[config.mk]
export PLATFORM = sky130hd
export DESIGN_NAME = pe_mac_chain
export DESIGN_NICKNAME = d
export VERILOG_FILES = /design/src/rtl/pe_mac_chain.sv
export SDC_FILE = /design/constraint.sdc
export NUM_CORES = 1
export LEC_CHECK = 0
export BUFFER_PORTS_ARGS = -buffer_cell sky130_fd_sc_hd__buf_2
export CAP_MARGIN = 0
export CORE_UTILIZATION = 58
export CTS_BUF_LIST = sky130_fd_sc_hd__clkbuf_4 sky130_fd_sc_hd__clkbuf_8
export CTS_CLUSTER_DIAMETER = 150
export CTS_CLUSTER_SIZE = 16
export DETAILED_ROUTE_END_ITERATION = 8
export PLACE_DENSITY = 0.8
export SKIP_CTS_REPAIR_TIMING = 1
export SLEW_MARGIN = 25
export SYNTH_ARGS = -nofsm -noshare
export SYNTH_HDL_FRONTEND = slang
export SYNTH_SLANG_ARGS = --single-unit
export TNS_END_PERCENT = 10
[constraint.sdc]
create_clock -name clk_cal -period 7.3 [get_ports clk_cal]
set_clock_uncertainty 0.05 [all_clocks]
set_input_delay 1.095 -clock clk_cal [delete_from_list [all_inputs] [get_ports clk_cal]]
set_output_delay 1.095 -clock clk_cal [all_outputs]
set_load 0.005 [all_outputs]
[src/rtl/pe_mac_chain.sv]
// ---------------------------------------------------------------------------
// pe_mac_chain
//
// Multiply-accumulate processing element for the LeNet convolution PE array.
// Each window sums cfg_len products (imap * iweight) onto an aligned bias.
// The sum is then rounded half-up, optionally clamped by ReLU, and saturated
// to DATA_W bits. The finished word joins a daisy-chained result bus that it
// shares with upstream PEs. An own result that collides with upstream traffic
// is parked in a one-entry hold buffer instead of being lost.
//
// Ports
//   clk_cal              : single clock, rising edge
//   rst_cal              : asynchronous active-high reset
//   cfg_len / cfg_relu   : products per window (0 acts as 1) / ReLU enable,
//                          sampled at the first MAC of a window
//   bias                 : bias word, sampled at the first MAC of a window
//   imap, imap_vld       : map operand and its valid
//   iweight, iweight_vld : weight operand and its valid
//   din, din_vld         : result word from the upstream PE
//   dout, dout_vld       : chain output, one-cycle valid per word
//   dout_ovf             : own word on dout was saturated
//   nmap, nmap_vld       : map forwarded to the neighbouring PE
//   busy                 : a window is partially accumulated
//   err_drop             : sticky, an own result was dropped
// ---------------------------------------------------------------------------
module pe_mac_chain #(
    parameter int DATA_W = 8,
    parameter int FRAC_W = 3,
    parameter int ACC_W  = 24,
    parameter int CNT_W  = 10
) (
    input  logic              clk_cal,
    input  logic              rst_cal,
    input  logic [CNT_W-1:0]  cfg_len,
    input  logic              cfg_relu,
    input  logic [DATA_W-1:0] bias,
    input  logic [DATA_W-1:0] imap,
    input  logic              imap_vld,
    input  logic [DATA_W-1:0] iweight,
    input  logic              iweight_vld,
    input  logic [DATA_W-1:0] din,
    input  logic              din_vld,
    output logic [DATA_W-1:0] dout,
    output logic              dout_vld,
    output logic              dout_ovf,
    output logic [DATA_W-1:0] nmap,
    output logic              nmap_vld,
    output logic              busy,
    output logic              err_drop
);

    localparam int PROD_W = 2 * DATA_W;

    // The constants below live at ACC_W+1 bits, so adding the rounding
    // offset can never wrap the accumulator value.
    localparam logic signed [ACC_W:0] RND_HALF = (ACC_W+1)'(1) <<< (FRAC_W - 1);
    localparam logic signed [ACC_W:0] SAT_MAX  =
        {{(ACC_W-DATA_W+2){1'b0}}, {(DATA_W-1){1'b1}}};
    localparam logic signed [ACC_W:0] SAT_MIN  =
        {{(ACC_W-DATA_W+2){1'b1}}, {(DATA_W-1){1'b0}}};

    // ------------------------------------------------------------------
    // Datapath
    // ------------------------------------------------------------------
    logic                     mac_en;
    logic signed [PROD_W-1:0] product;
    logic signed [ACC_W-1:0]  prod_ext;
    logic signed [ACC_W-1:0]  bias_aligned;
    logic signed [ACC_W-1:0]  acc_base;
    logic signed [ACC_W-1:0]  acc_sum;
    logic signed [ACC_W:0]    rnd_sum;
    logic signed [ACC_W:0]    rnd_shr;
    logic signed [ACC_W:0]    relu_val;
    logic [DATA_W-1:0]        sat_val;
    logic                     sat_ovf;

    logic [CNT_W-1:0]         cnt_reg;
    logic [CNT_W-1:0]         len_reg;
    logic                     relu_reg;
    logic signed [ACC_W-1:0]  acc_reg;
    logic [CNT_W-1:0]         len_cfg;
    logic [CNT_W-1:0]         len_eff;
    logic                     relu_eff;
    logic                     win_first;
    logic                     win_last;

    assign mac_en = imap_vld & iweight_vld;

    // Sign-extending both operands to the product width keeps the multiply
    // width-matched; the low PROD_W bits are the exact signed product.
    assign product  = $signed({{DATA_W{imap[DATA_W-1]}}, imap}) *
                      $signed({{DATA_W{iweight[DATA_W-1]}}, iweight});
    assign prod_ext = {{(ACC_W-PROD_W){product[PROD_W-1]}}, product};

    // The bias has FRAC_W fraction bits and the product has 2*FRAC_W.
    // Shifting the bias left by FRAC_W puts both on the same binary point.
    assign bias_aligned = {{(ACC_W-DATA_W-FRAC_W){bias[DATA_W-1]}}, bias, {FRAC_W{1'b0}}};

    // During the first MAC of a window the live configuration applies. A
    // one-tap window finishes in that same cycle. After that the latched
    // copies are used, so mid-window cfg changes are ignored. The bias
    // needs no register of its own: it is folded into acc at the first MAC.
    assign win_first = (cnt_reg == '0);
    assign len_cfg   = (cfg_len == '0) ? CNT_W'(1) : cfg_len;
    assign len_eff   = win_first ? len_cfg  : len_reg;
    assign relu_eff  = win_first ? cfg_relu : relu_reg;
    assign win_last  = (cnt_reg == len_eff - CNT_W'(1));

    assign acc_base = win_first ? bias_aligned : acc_reg;
    assign acc_sum  = acc_base + prod_ext;

    assign rnd_sum  = $signed({acc_sum[ACC_W-1], acc_sum}) + RND_HALF;
    assign rnd_shr  = rnd_sum >>> FRAC_W;
    assign relu_val = (relu_eff && rnd_shr[ACC_W]) ? '0 : rnd_shr;

    always_comb begin
        sat_val = relu_val[DATA_W-1:0];
        sat_ovf = 1'b0;
        if (relu_val > SAT_MAX) begin
            sat_val = {1'b0, {(DATA_W-1){1'b1}}};
            sat_ovf = 1'b1;
        end else if (relu_val < SAT_MIN) begin
            sat_val = {1'b1, {(DATA_W-1){1'b0}}};
            sat_ovf = 1'b1;
        end
    end

    always_ff @(posedge clk_cal or posedge rst_cal) begin
        if (rst_cal) begin
            cnt_reg  <= '0;
            len_reg  <= CNT_W'(1);
            relu_reg <= 1'b0;
            acc_reg  <= '0;
        end else if (mac_en) begin
            if (win_first) begin
                len_reg  <= len_cfg;
                relu_reg <= cfg_relu;
            end
            if (win_last) begin
                cnt_reg <= '0;
                acc_reg <= '0;
            end else begin
                cnt_reg <= cnt_reg + CNT_W'(1);
                acc_reg <= acc_sum;
            end
        end
    end

    // ------------------------------------------------------------------
    // Result stage, hold buffer and chain arbitration
    // ------------------------------------------------------------------
    logic [DATA_W-1:0] res_reg;
    logic              res_vld_reg;
    logic              res_ovf_reg;
    logic [DATA_W-1:0] hold_reg,     hold_next;
    logic              hold_vld_reg, hold_vld_next;
    logic              hold_ovf_reg, hold_ovf_next;
    logic [DATA_W-1:0] dout_reg,     dout_next;
    logic              dout_vld_reg, dout_vld_next;
    logic              dout_ovf_reg, dout_ovf_next;
    logic [DATA_W-1:0] nmap_reg;
    logic              nmap_vld_reg;
    logic              err_drop_reg;
    logic              drop_now;

    // Upstream words always win the bus. Own results queue behind them in
    // age order: the hold buffer is older than res, so it goes first. A
    // third result that finds both slots taken is the one that gets dropped.
    always_comb begin
        dout_next     = dout_reg;
        dout_vld_next = 1'b0;
        dout_ovf_next = 1'b0;
        hold_next     = hold_reg;
        hold_vld_next = hold_vld_reg;
        hold_ovf_next = hold_ovf_reg;
        drop_now      = 1'b0;
        if (din_vld) begin
            dout_next     = din;
            dout_vld_next = 1'b1;
            if (res_vld_reg) begin
                if (hold_vld_reg) begin
                    drop_now = 1'b1;
                end else begin
                    hold_next     = res_reg;
                    hold_ovf_next = res_ovf_reg;
                    hold_vld_next = 1'b1;
                end
            end
        end else if (hold_vld_reg) begin
            dout_next     = hold_reg;
            dout_vld_next = 1'b1;
            dout_ovf_next = hold_ovf_reg;
            // The hold slot is freed and immediately refilled by res, if any.
            hold_next     = res_reg;
            hold_ovf_next = res_ovf_reg;
            hold_vld_next = res_vld_reg;
        end else if (res_vld_reg) begin
            dout_next     = res_reg;
            dout_vld_next = 1'b1;
            dout_ovf_next = res_ovf_reg;
        end
    end

    always_ff @(posedge clk_cal or posedge rst_cal) begin
        if (rst_cal) begin
            res_reg      <= '0;
            res_vld_reg  <= 1'b0;
            res_ovf_reg  <= 1'b0;
            hold_reg     <= '0;
            hold_vld_reg <= 1'b0;
            hold_ovf_reg <= 1'b0;
            dout_reg     <= '0;
            dout_vld_reg <= 1'b0;
            dout_ovf_reg <= 1'b0;
            nmap_reg     <= '0;
            nmap_vld_reg <= 1'b0;
            err_drop_reg <= 1'b0;
        end else begin
            res_vld_reg <= mac_en & win_last;
            if (mac_en && win_last) begin
                res_reg     <= sat_val;
                res_ovf_reg <= sat_ovf;
            end
            hold_reg     <= hold_next;
            hold_vld_reg <= hold_vld_next;
            hold_ovf_reg <= hold_ovf_next;
            dout_reg     <= dout_next;
            dout_vld_reg <= dout_vld_next;
            dout_ovf_reg <= dout_ovf_next;
            nmap_vld_reg <= mac_en;
            if (mac_en) begin
                nmap_reg <= imap;
            end
            if (drop_now) begin
                err_drop_reg <= 1'b1;
            end
        end
    end

    assign dout     = dout_reg;
    assign dout_vld = dout_vld_reg;
    assign dout_ovf = dout_ovf_reg;
    assign nmap     = nmap_reg;
    assign nmap_vld = nmap_vld_reg;
    assign busy     = (cnt_reg != '0);
    assign err_drop = err_drop_reg;

endmodule

Word level (Yosys, flattened, before mapping):

Index checks and enable logic that the tools add are counted.

* latch bits: 0
* memory bits (read-only): 0
* memories: 0
* logic and storage cells: 70
* register bits: 85
* RAM bits: 0

* reductions and logical operators: 8
* bitwise operators: 2
* multiply operators: 1
* add/subtract/negate cells: 4
* mux-type cells: 34
* $lt $le $gt $ge: 2
* div/mod/pow operators: 0
* eq/ne operators: 3
* shift-type cells: 0

Operators by type and width (count)
* two-way mux 8 bit: 9
* two-way mux 24 bit: 2
* two-way mux 10 bit: 3
* adder 24 x 4 -> 25 bit, second input constant: 1
* greater-than comparator 25 x 8 -> 1 bit, second input constant: 1
* < comparator 25 x 8 -> 1 bit, second input constant: 1
* two-way mux 25 bit: 1
* adder 24 x 16 -> 24 bit: 1
* logical NOT 10 bit: 2
* two-way mux 1 bit: 19
* multiplier 8 x 8 -> 16 bit: 1
* adder 10 x 1 -> 10 bit, second input constant: 1
* equality test 10 bit: 1
* nonzero test 10 bit: 1
* subtractor 10 x 1 -> 10 bit, second input constant: 1
* AND reduction 3 bit: 1
* nonzero test 3 bit: 1
* bitwise AND 1 bit: 2
* logical AND 1 bit: 2
* inequality test 2 x 1 -> 1 bit, second input constant: 1
* inequality test 2 bit, second input constant: 1
* nonzero test 2 bit: 1

Depth between registers and ports, before layout:

Gate-level depths: netlist of the first run.

* depth in word-level cells: 9
* mapped depth: 30
* depth with buffers taken out: 27

Worst setup path after synthesis of the first run:

No wires, ideal clock.

* kind: in2reg
* start point: input port imap[7]
* end point: register res_reg[0]
* arrival time: 7.996 ns
* path buffers: 1
* cell stages on the path: 20
* slack: -0.895 ns
* path through: clkbuf_1 -> and2_1 -> inv_1 -> fa_1 -> inv_1 -> fa_1 -> fa_1 -> fa_1 -> fa_1 -> ha_1 -> o21ai_1 -> a21oi_1 -> or4b_1 -> a31oi_1 -> nand4_1 -> a2111oi_0 -> xor2_1 -> or3_1 -> o31ai_4 -> o211ai_2

* word-level cells in the longest chain between the ends: 8

Ends and longest elaborated chain
* start: declaration: RTL line 37 `input logic [DATA_W-1:0] imap,`
* multiplier 8 x 8 -> 16 bit *: RTL line 91 `assign product = $signed({{DATA_W{imap[DATA_W-1]}}, imap}) *`
* adder 24 x 16 -> 24 bit *: RTL line 110 `assign acc_sum = acc_base + prod_ext;`
* adder 24 x 4 -> 25 bit *: RTL line 112 `assign rnd_sum = $signed({acc_sum[ACC_W-1], acc_sum}) + RND_HALF;`
* logical AND 1 bit: RTL line 114 `assign relu_val = (relu_eff && rnd_shr[ACC_W]) ? '0 : rnd_shr;`
* two-way mux 25 bit *: RTL line 114
* < comparator 25 x 8 -> 1 bit: RTL line 122 `end else if (relu_val < SAT_MIN) begin`
* two-way mux 8 bit: RTL line 122
* two-way mux 8 bit *: RTL line 119 `if (relu_val > SAT_MAX) begin`
* end signal: assignment: RTL line 221 `res_reg <= sat_val;`
* end: declaration: RTL line 152 `logic [DATA_W-1:0] res_reg;`

Mark *: on every way between the ends. The rest lies on a longest branch, timed or not.
A chain may end at the register's enable or synchronous reset.

Final worst setup path of the first run:

* start point: register cnt_reg[1]
* end point: register res_reg[1]

* word-level cells in the longest chain between the ends: 9

Ends and longest elaborated chain
* start: declaration: RTL line 77 `logic [CNT_W-1:0] cnt_reg;`
* start signal: assignment: RTL line 143 `cnt_reg <= cnt_reg + CNT_W'(1);`
* logical NOT 10 bit: RTL line 103 `assign win_first = (cnt_reg == '0);`
* two-way mux 24 bit: RTL line 109 `assign acc_base = win_first ? bias_aligned : acc_reg;`
* adder 24 x 16 -> 24 bit: RTL line 110
* adder 24 x 4 -> 25 bit: RTL line 112
* logical AND 1 bit: RTL line 114
* two-way mux 25 bit: RTL line 114
* < comparator 25 x 8 -> 1 bit: RTL line 122
* two-way mux 8 bit: RTL line 122
* two-way mux 8 bit: RTL line 119

Parallel ways exist; a longest one is shown, timed or not.

==> impl_metrics.tcl, run 1 <==
set metrics [dict create \
    maxSlewHeadroom_pct 38.7 \
    setup_violations 7 \
    rsz0062_at_grt "true" \
    initial_core_util_pct 59.5 \
    ys_ff_latch 85 \
    dieArea_um2 16800 \
    max_freq_mhz 137 \
    synth_commonest_cells "nand2_1, fa_1, inv_1" \
    design_area_um2 11100 \
    end_kind "flip-flop" \
    numCtsBuffers 9 \
    crit_type "reg2reg" \
    synthMuxAreaShare_pct 4.49 \
    clock_path_buffers 2 \
    wl_per_cell_um 16.7 \
    grt_usage_pct 27.6 \
    dp.final_hpwl_um 17000 \
    portBuffers 68 \
    cts_root_buf "clkbuf_8" \
    rows 46 \
    synth_ff_type "dfrtp_1" \
    syn-cell-area_um2 9450 \
    n_antenna_cell 0 \
    worstHoldPathType "reg2reg" \
    synthSimpleGateAreaFrac_pct 18.2 \
    antenna_found_initial 0 \
    critPathLaunchType "flip-flop" \
    synthXorXnorAreaFrac_pct 4.08 \
    die_w_um 130 \
    clkTransAtPathRegs_ns 0.09 \
    top_layer_used "met4" \
    cts_sinks 85 \
    nNetsFinal 1336 \
    grt_pass1_wl_um 36500 \
    synth.avg_cell_area_um2 9.45 \
    yosys_warnings 0 \
    die_height_um 130 \
    drc 0 \
    slowest_delay_ns 0.55 \
    first_global_vias 7576 \
    status "complete, but fails checks" \
    yosys.cell_count.top_type "nand2_1" \
    firstDrtPassIters 5 \
    synth_top_family_by_area "adder cells" \
    fin_crit_sh_pct 100 \
    h-tree-depth 3 \
    postPlaceCellArea_um2 10500 \
    synth_top_area_share_pct 22.3 \
    via_per_inst 5.81 \
    synth_area_leaders "dfrtp_1, fa_1, ha_1, nand2_1, inv_1" \
    gr-total-overflow 0 \
    synth_area_leader_cell "dfrtp_1" \
    async_reset_ff_share_pct 100 \
    cts_tree "yes" \
    gp_congestion 0.931 \
    critical-path-slowest-cell "fa_1" \
    finalWorstSetupSlack_ns -0.0163 \
    ys_seq_area_share_pct 22.5 \
    largest_reg_flops 24 \
    cp_common_cell "fa_1" \
    drv_slew 0 \
    core_um2 15900 \
    clock_latency_ns 0.37 \
    wl_met3_um 899 \
    cp.arrival_ns 7.51 \
    period_needed_ns 7.32 \
    hold_viol_final 0 \
    grt_max_degree 86 \
    dr_total_vias 7823 \
    fin_util_pct 70.1 \
    cp_max_fo 8 \
    io_pins 69 \
    routed_wl_um 22400 \
    nFillCells 1178 \
    synth_compound_area_share_pct 15.3 \
    synth_edf_count 0 \
    drive_gt1_share_pct 23.7 \
    syn-num-nets 1210 \
    synth_cell_type_count 87 \
    netlist_instances 1000 \
    wl_met2_um 11400 \
    postRouteAntennaNets 0 \
    synth-adder-area-share_pct 29.7 \
    required_ns 7.50 \
    violations "setup timing" \
    worst_slew_pin_slew_ns 0.894 \
    drt_iter0_drc 456 \
    wl_met1_um 9730 \
    max_cap_viol_count 0 \
    syn_to_final_growth_pct 18.0 \
]
[area by class of cell]
type	count	area, µm²	area share, %
tap	216	270	2.43
clock inverter	6	68.8	0.618
sequential	85	2130	19.1
inverter	94	369	3.31
timing repair buffer	153	1010	9.08
multi-input combinational	783	7160	64.2
clock buffer	10	138	1.24
[critical path: cells and delay by family (launching register included)]
kind            cells  cell delay (ns)
buf+inv             8             0.90
compound gates      6             1.10
mux                 1             0.09
flops               1             0.41
fa+ha+maj           7             2.87
simple gates        6             1.77
[routing by layer]
layer | global-route usage [%] | vias to the layer above
met3 | 3.30 | 32
met1 | 37.0 | 3883
met5 | 0 | -
li1 | - | 3682
met4 | 7.11 | 0
met2 | 47.4 | 226
[cell usage in the layout, fill, tap and decap left out, types with 4 or more instances in the layout]
master / netlist / layout
nor2_1: 45 / 43
nor3_1: 10 / 10
or4_1: 4 / 4
nand3b_1: 5 / 5
and2_4: 2 / 4
buf_4: 1 / 79
or3_1: 9 / 8
nand2_1: 149 / 148
fa_1: 104 / 100
nor4_1: 5 / 4
a21oi_1: 34 / 32
xor2_1: 13 / 12
clkbuf_8: 0 / 10
fa_2: 0 / 4
inv_1: 88 / 84
mux2_2: 15 / 15
nand4_1: 15 / 15
a21o_1: 19 / 19
o21ai_0: 42 / 41
o211ai_1: 6 / 6
buf_2: 1 / 68
dfrtp_1: 84 / 84
and2_1: 44 / 41
o211ai_2: 7 / 7
ha_1: 58 / 46
o31ai_1: 13 / 13
and4_1: 5 / 5
ha_4: 0 / 10
nand2b_1: 6 / 5
and3_1: 4 / 4
xnor2_1: 31 / 30
a211o_1: 5 / 5
mux2i_1: 24 / 24
a211oi_1: 11 / 8
nand3_1: 17 / 16
[stage by stage]
| stage | hold slack [ns] | std cells | setup slack [ns] | TNS (ns) |
|---|---|---|---|---|
| final | 0.417 | 1347 | -0.0163 | -0.0460 |
| after global routing | 0.429 | 1347 | -0.349 | -2.69 |
| after CTS | 0.423 | 1327 | -0.159 | -0.989 |
| after detailed placement | 0.402 | 1311 | -0.168 | -1.08 |
| after global placement | 0.401 | 1311 | -0.0845 | -0.564 |
| after floorplan | 0.392 | 1000 | -0.143 | -1.13 |
[final timing paths]
path,from,end,slack (ns),depth (start not counted)
worst min-delay path,err_drop,err_drop,0.42,1
worst min register to register,err_drop,err_drop,0.42,1
min in group asynchronous,rst_cal,hold_reg[6],0.90,3
max in group asynchronous,rst_cal,len_reg[7],5.80,3
worst max register to register,cnt_reg[1],res_reg[1],-0.02,28
worst max-delay path,cnt_reg[1],res_reg[1],-0.02,28
[logic make-up (layout without fill, tap and decap cells)]
family,count (synthesis),in the layout
fa+ha+maj,162,162
xor+xnor,44,44
flops,85,85
buf+inv,132,263
compound gates,196,196
mux,40,40
simple gates,341,341
Power of run 1 is not shown: default switching activity piles up to over one toggle a cycle in this logic, so the estimate is an artifact.
==> inputs of run 2 (changes only) <==
--- a/config.mk
+++ b/config.mk
@@ -12,7 +12,7 @@
 export CTS_CLUSTER_DIAMETER = 150
 export CTS_CLUSTER_SIZE = 16
 export DETAILED_ROUTE_END_ITERATION = 8
-export PLACE_DENSITY = 0.8
+export PLACE_DENSITY = 0.89
 export SKIP_CTS_REPAIR_TIMING = 1
 export SLEW_MARGIN = 25
 export SYNTH_ARGS = -nofsm -noshare
==> run 2 against run 1 <==
Effect of this change: the flow still finishes with violations (setup timing); non-clock buffer count rose by 9; global-route usage rose by 0.54 points; critical path depth fell by 2; design area rose by 1.6%; final cell count rose by 0.59%; register-to-register slack got worse by 0.13 ns; sequential share of layout area fell by 0.30 points; highest routed layer unchanged.
==> impl_metrics.tcl, run 2 (synthesis results as in run 1) <==
set metrics [dict create \
    cts_sinks 85 \
    io_pins 69 \
    slowest_delay_ns 0.57 \
    cp_common_cell "fa_1" \
    wl_per_cell_um 18.2 \
    multi_input_area_um2 7270 \
    maxSlewHeadroom_pct 34.1 \
    critical-path-slowest-cell "fa_2" \
    final_cell_mix "nand2_1, fa_1, buf_4" \
    h-tree-depth 3 \
    crit_type "reg2reg" \
    post-place-ws_ns -0.126 \
    fin_crit_sh_pct 102 \
    n_antenna_cell 0 \
    via_per_inst 6.09 \
    gp_congestion 0.871 \
    cp_max_fo 13 \
    nFillCells 1046 \
    critPathLaunchType "flip-flop" \
    final_common_cell "nand2_1" \
    grt_max_degree 56 \
    drt_iter0_drc 686 \
    dieArea_um2 16800 \
    violations "setup timing" \
    antenna_found_initial 0 \
    cpLargestDelayFamily "adder cells" \
    drc 0 \
    core_um2 15900 \
    critical_path_buf_inv_count 5 \
    worstHoldPathType "reg2reg" \
    cts_tree "yes" \
    period_needed_ns 7.45 \
    setup_violations 8 \
    rows 46 \
    rsz0062_at_grt "true" \
    firstDrtPassIters 6 \
    worst_slew_pin_slew_ns 0.962 \
    portBuffers 68 \
    hold_viol_final 0 \
    numCtsBuffers 9 \
    drive_gt1_share_pct 25.6 \
    status "complete, but fails checks" \
    initial_core_util_pct 59.5 \
    grt_usage_pct 28.1 \
    largest_reg_flops 24 \
    clkTransAtPathRegs_ns 0.09 \
    die_w_um 130 \
    max_cap_viol_count 0 \
    end_kind "flip-flop" \
    routed_wl_um 24600 \
    clock_path_buffers 2 \
    postRouteAntennaNets 0 \
    cp.arrival_ns 7.69 \
    syn_to_final_growth_pct 19.8 \
    die_height_um 130 \
    first_global_vias 8155 \
    seq_area_um2 2130 \
    drv_slew 0 \
    cts_root_buf "clkbuf_8" \
    max_freq_mhz 134 \
    dp.final_hpwl_um 17300 \
    required_ns 7.54 \
    grt_pass1_wl_um 37400 \
    clock_latency_ns 0.37 \
    nNetsFinal 1345 \
    dr_total_vias 8248 \
    finalWorstSetupSlack_ns -0.147 \
    gr-total-overflow 0 \
]
## run 2: area by class of cell
class                           count  share of cell area (%)
Inverter                           94                    3.27
Tap cell                          216                    2.39
Sequential cell                    85                    18.8
Timing Repair Buffer              162                    9.82
Clock inverter                      4                   0.221
Multi-Input combinational cell    783                    64.2
Clock buffer                       11                    1.28
## run 2: layer usage
| metal | share of wire (%) | wire length, µm | GRT usage [%] | vias to the layer above |
|---|---|---|---|---|
| li1 | - | - | - | 3703 |
| met1 | 39 | 9710 | 34.7 | 4085 |
| met2 | 51 | 12500 | 50.0 | 359 |
| met3 | 5.6 | 1390 | 4.09 | 101 |
| met4 | 4.1 | 1000 | 10.3 | 0 |
| met5 | 0 | 0 | 0 | - |
## run 2: worst reg2reg max path, cell delays in order, from the launching register on
cell	delay (ns)
dfrtp_1	0.39
inv_1	0.09
ha_2	0.17
or4b_4	0.48
nor3_4	0.26
buf_12	0.18
inv_4	0.09
nand2_1	0.08
nand2_1	0.13
fa_1	0.53
fa_1	0.46
fa_2	0.58
fa_1	0.45
ha_2	0.32
ha_4	0.29
or3b_2	0.49
o211a_1	0.20
o311ai_4	0.14
nor2b_4	0.27
nand3_2	0.09
or3_1	0.31
a211o_1	0.28
a2111oi_2	0.37
buf_4	0.20
a41oi_4	0.14
buf_12	0.18
o211ai_2	0.15
## run 2: per-stage QoR
step | utilization, % | hold WS [ns] | instance area (µm²) | instances | TNS (ns)
floorplan | - | 0.392 | 9570 | 1000 | -1.13
global placement | 66.1 | 0.403 | 10500 | 1311 | 0
detailed placement | 66.4 | 0.402 | 10500 | 1312 | -0.834
CTS | 67.4 | 0.420 | 10700 | 1327 | -0.967
global route | 71.2 | 0.440 | 11300 | 1355 | -2.39
finish | 71.2 | 0.417 | 11300 | 1355 | -0.994
## run 2: path summary, 6_finish.rpt
kind / startpoint / endpoint / slack [ns] / cells past startpoint
max reg2reg: cnt_reg[1] / res_reg[2] / -0.15 / 26
max: cnt_reg[1] / res_reg[2] / -0.15 / 26
min reg2reg: err_drop / err_drop / 0.42 / 1
min in group asynchronous: rst_cal / cnt_reg[0] / 0.77 / 3
max in group asynchronous: rst_cal / err_drop / 5.83 / 4
min: err_drop / err_drop / 0.42 / 1
Power of run 2 is left out for the same reason.
==> inputs of run 3 (changes only) <==
--- a/config.mk
+++ b/config.mk
@@ -5,7 +5,7 @@
 export SDC_FILE = /design/constraint.sdc
 export NUM_CORES = 1
 export LEC_CHECK = 0
-export BUFFER_PORTS_ARGS = -buffer_cell sky130_fd_sc_hd__buf_2
+export BUFFER_PORTS_ARGS = -buffer_cell sky130_fd_sc_hd__buf_4
 export CAP_MARGIN = 0
 export CORE_UTILIZATION = 58
 export CTS_BUF_LIST = sky130_fd_sc_hd__clkbuf_4 sky130_fd_sc_hd__clkbuf_8
==> run 3 against run 2 <==
Effect of this change: the run still ends with setup timing left; count of clock-buffer cells in the layout down 1; global-route usage up 1.2 points; design area increased by 1.3%; routed wire length is 6.4% higher; non-clock buffer count fell by 6; hold slack improved by 0.023 ns; critical path type unchanged; critical endpoint is now res_reg[4]; largest cell class unchanged.
==> impl_metrics.tcl, run 3 (synthesis results as in run 1) <==
set metrics [dict create \
    dp.final_hpwl_um 17700 \
    n_antenna_cell 0 \
    wl_met1_um 10100 \
    largest_reg_flops 24 \
    h-tree-depth 3 \
    first_global_vias 8309 \
    period_needed_ns 7.67 \
    grt_usage_pct 29.3 \
    clock_path_buffers 2 \
    critPathLaunchType "flip-flop" \
    nNetsFinal 1339 \
    cpLargestDelayFamily "adder cells" \
    rsz0062_at_grt "true" \
    worst_slew_pin_slew_ns 0.922 \
    dr_total_vias 8389 \
    violations "setup timing" \
    routed_wl_um 26200 \
    cts_tree "yes" \
    core_um2 15900 \
    syn_to_final_growth_pct 21.3 \
    portBuffers 68 \
    via_per_inst 6.22 \
    fin_crit_sh_pct 105 \
    hold_viol_final 0 \
    cp.arrival_ns 7.85 \
    crit_type "reg2reg" \
    gr-total-overflow 0 \
    drc 0 \
    die_height_um 130 \
    cts_sinks 85 \
    initial_core_util_pct 59.5 \
    cp_max_fo 8 \
    clkTransAtPathRegs_ns 0.09 \
    io_pins 69 \
    postPlaceCellArea_um2 10700 \
    antenna_found_initial 0 \
    cp.depth 28 \
    wl_met3_um 1750 \
    finalWorstSetupSlack_ns -0.365 \
    grt_pass1_wl_um 39000 \
    end_kind "flip-flop" \
    top_layer_used "met4" \
    cts_root_buf "clkbuf_8" \
    wl_met2_um 13100 \
    worstHoldPathType "reg2reg" \
    holdCritStartpoint "acc_reg[0]" \
    reg2reg_depth 28 \
    gp_congestion 0.906 \
    crit_path_start "cnt_reg[0]" \
    rows 46 \
    drive_gt1_share_pct 25.2 \
    whs_path_depth 2 \
    critical-path-slowest-cell "fa_1" \
    final_cell_mix "nand2_1, buf_4, fa_1" \
    slowest_delay_ns 0.56 \
    clock_latency_ns 0.37 \
    drt_iter0_drc 740 \
    critical_path_buf_inv_count 8 \
    firstDrtPassIters 5 \
    maxSlewHeadroom_pct 36.8 \
    max_freq_mhz 130 \
    numCtsBuffers 9 \
    drv_slew 0 \
    postRouteAntennaNets 0 \
    required_ns 7.49 \
    wl_per_cell_um 19.4 \
    setup_violations 8 \
    final_common_cell "nand2_1" \
    status "complete, but fails checks" \
    fin_util_pct 72.1 \
    design_area_um2 11500 \
    die_w_um 130 \
    max_cap_viol_count 0 \
    dieArea_um2 16800 \
    grt_max_degree 86 \
    r2r_start "cnt_reg[0]" \
]
==> run 3: cell count changes in the layout (fill, tap and decap cells not counted), sizes merged <==
cell and delta:
buf -6, bufinv +2, clkbuf -1, clkinv -1, clkinvlp -1, inv +1
==> run 3: path summary, 6_finish.rpt <==
check | endpoint | slack (ns)
min in group asynchronous | dout[7] | 0.89
worst max register to register | res_reg[4] | -0.37
worst max-delay path | res_reg[4] | -0.37
max in group asynchronous | len_reg[1] | 5.79
worst min register to register | acc_reg[0] | 0.44
worst min-delay path | acc_reg[0] | 0.44
==> run 3: layer usage <==
metal / vias to the layer above / GRT usage, %
li1: 3680 / -
met2: 435 / 51.0
met1: 4151 / 37.4
met3: 123 / 4.38
met5: - / 0
met4: 0 / 9.99
==> run 3: final cells by class <==
cell class	instances	area (µm²)
tap	216	270
fill	1075	4430
multi-input combinational	783	7240
clock buffer	10	131
sequential	85	2130
timing repair buffer	156	1230
inverter	94	373
clock inverter	5	85.1
==> run 3: per-stage QoR <==
stage	TNS, ns	instances	hold slack, ns	worst slack (ns)
2_1_floorplan	-1.13	1000	0.392	-0.143
3_3_place_gp	0	1307	0.410	0.0415
3_5_place_dp	-1.20	1307	0.414	-0.160
4_1_cts	-1.35	1322	0.437	-0.201
5_1_grt	-4.39	1349	0.456	-0.566
6_report	-2.70	1349	0.440	-0.365
==> run 3: worst min-delay path: cells and delay by family (launching register included) <==
kind | cells | cell delay, ns
DFF | 1 | 0.35
and+or+nand+nor | 1 | 0.05
AOI/OAI and AO/OA | 1 | 0.06
Power of run 3 is left out for the same reason.
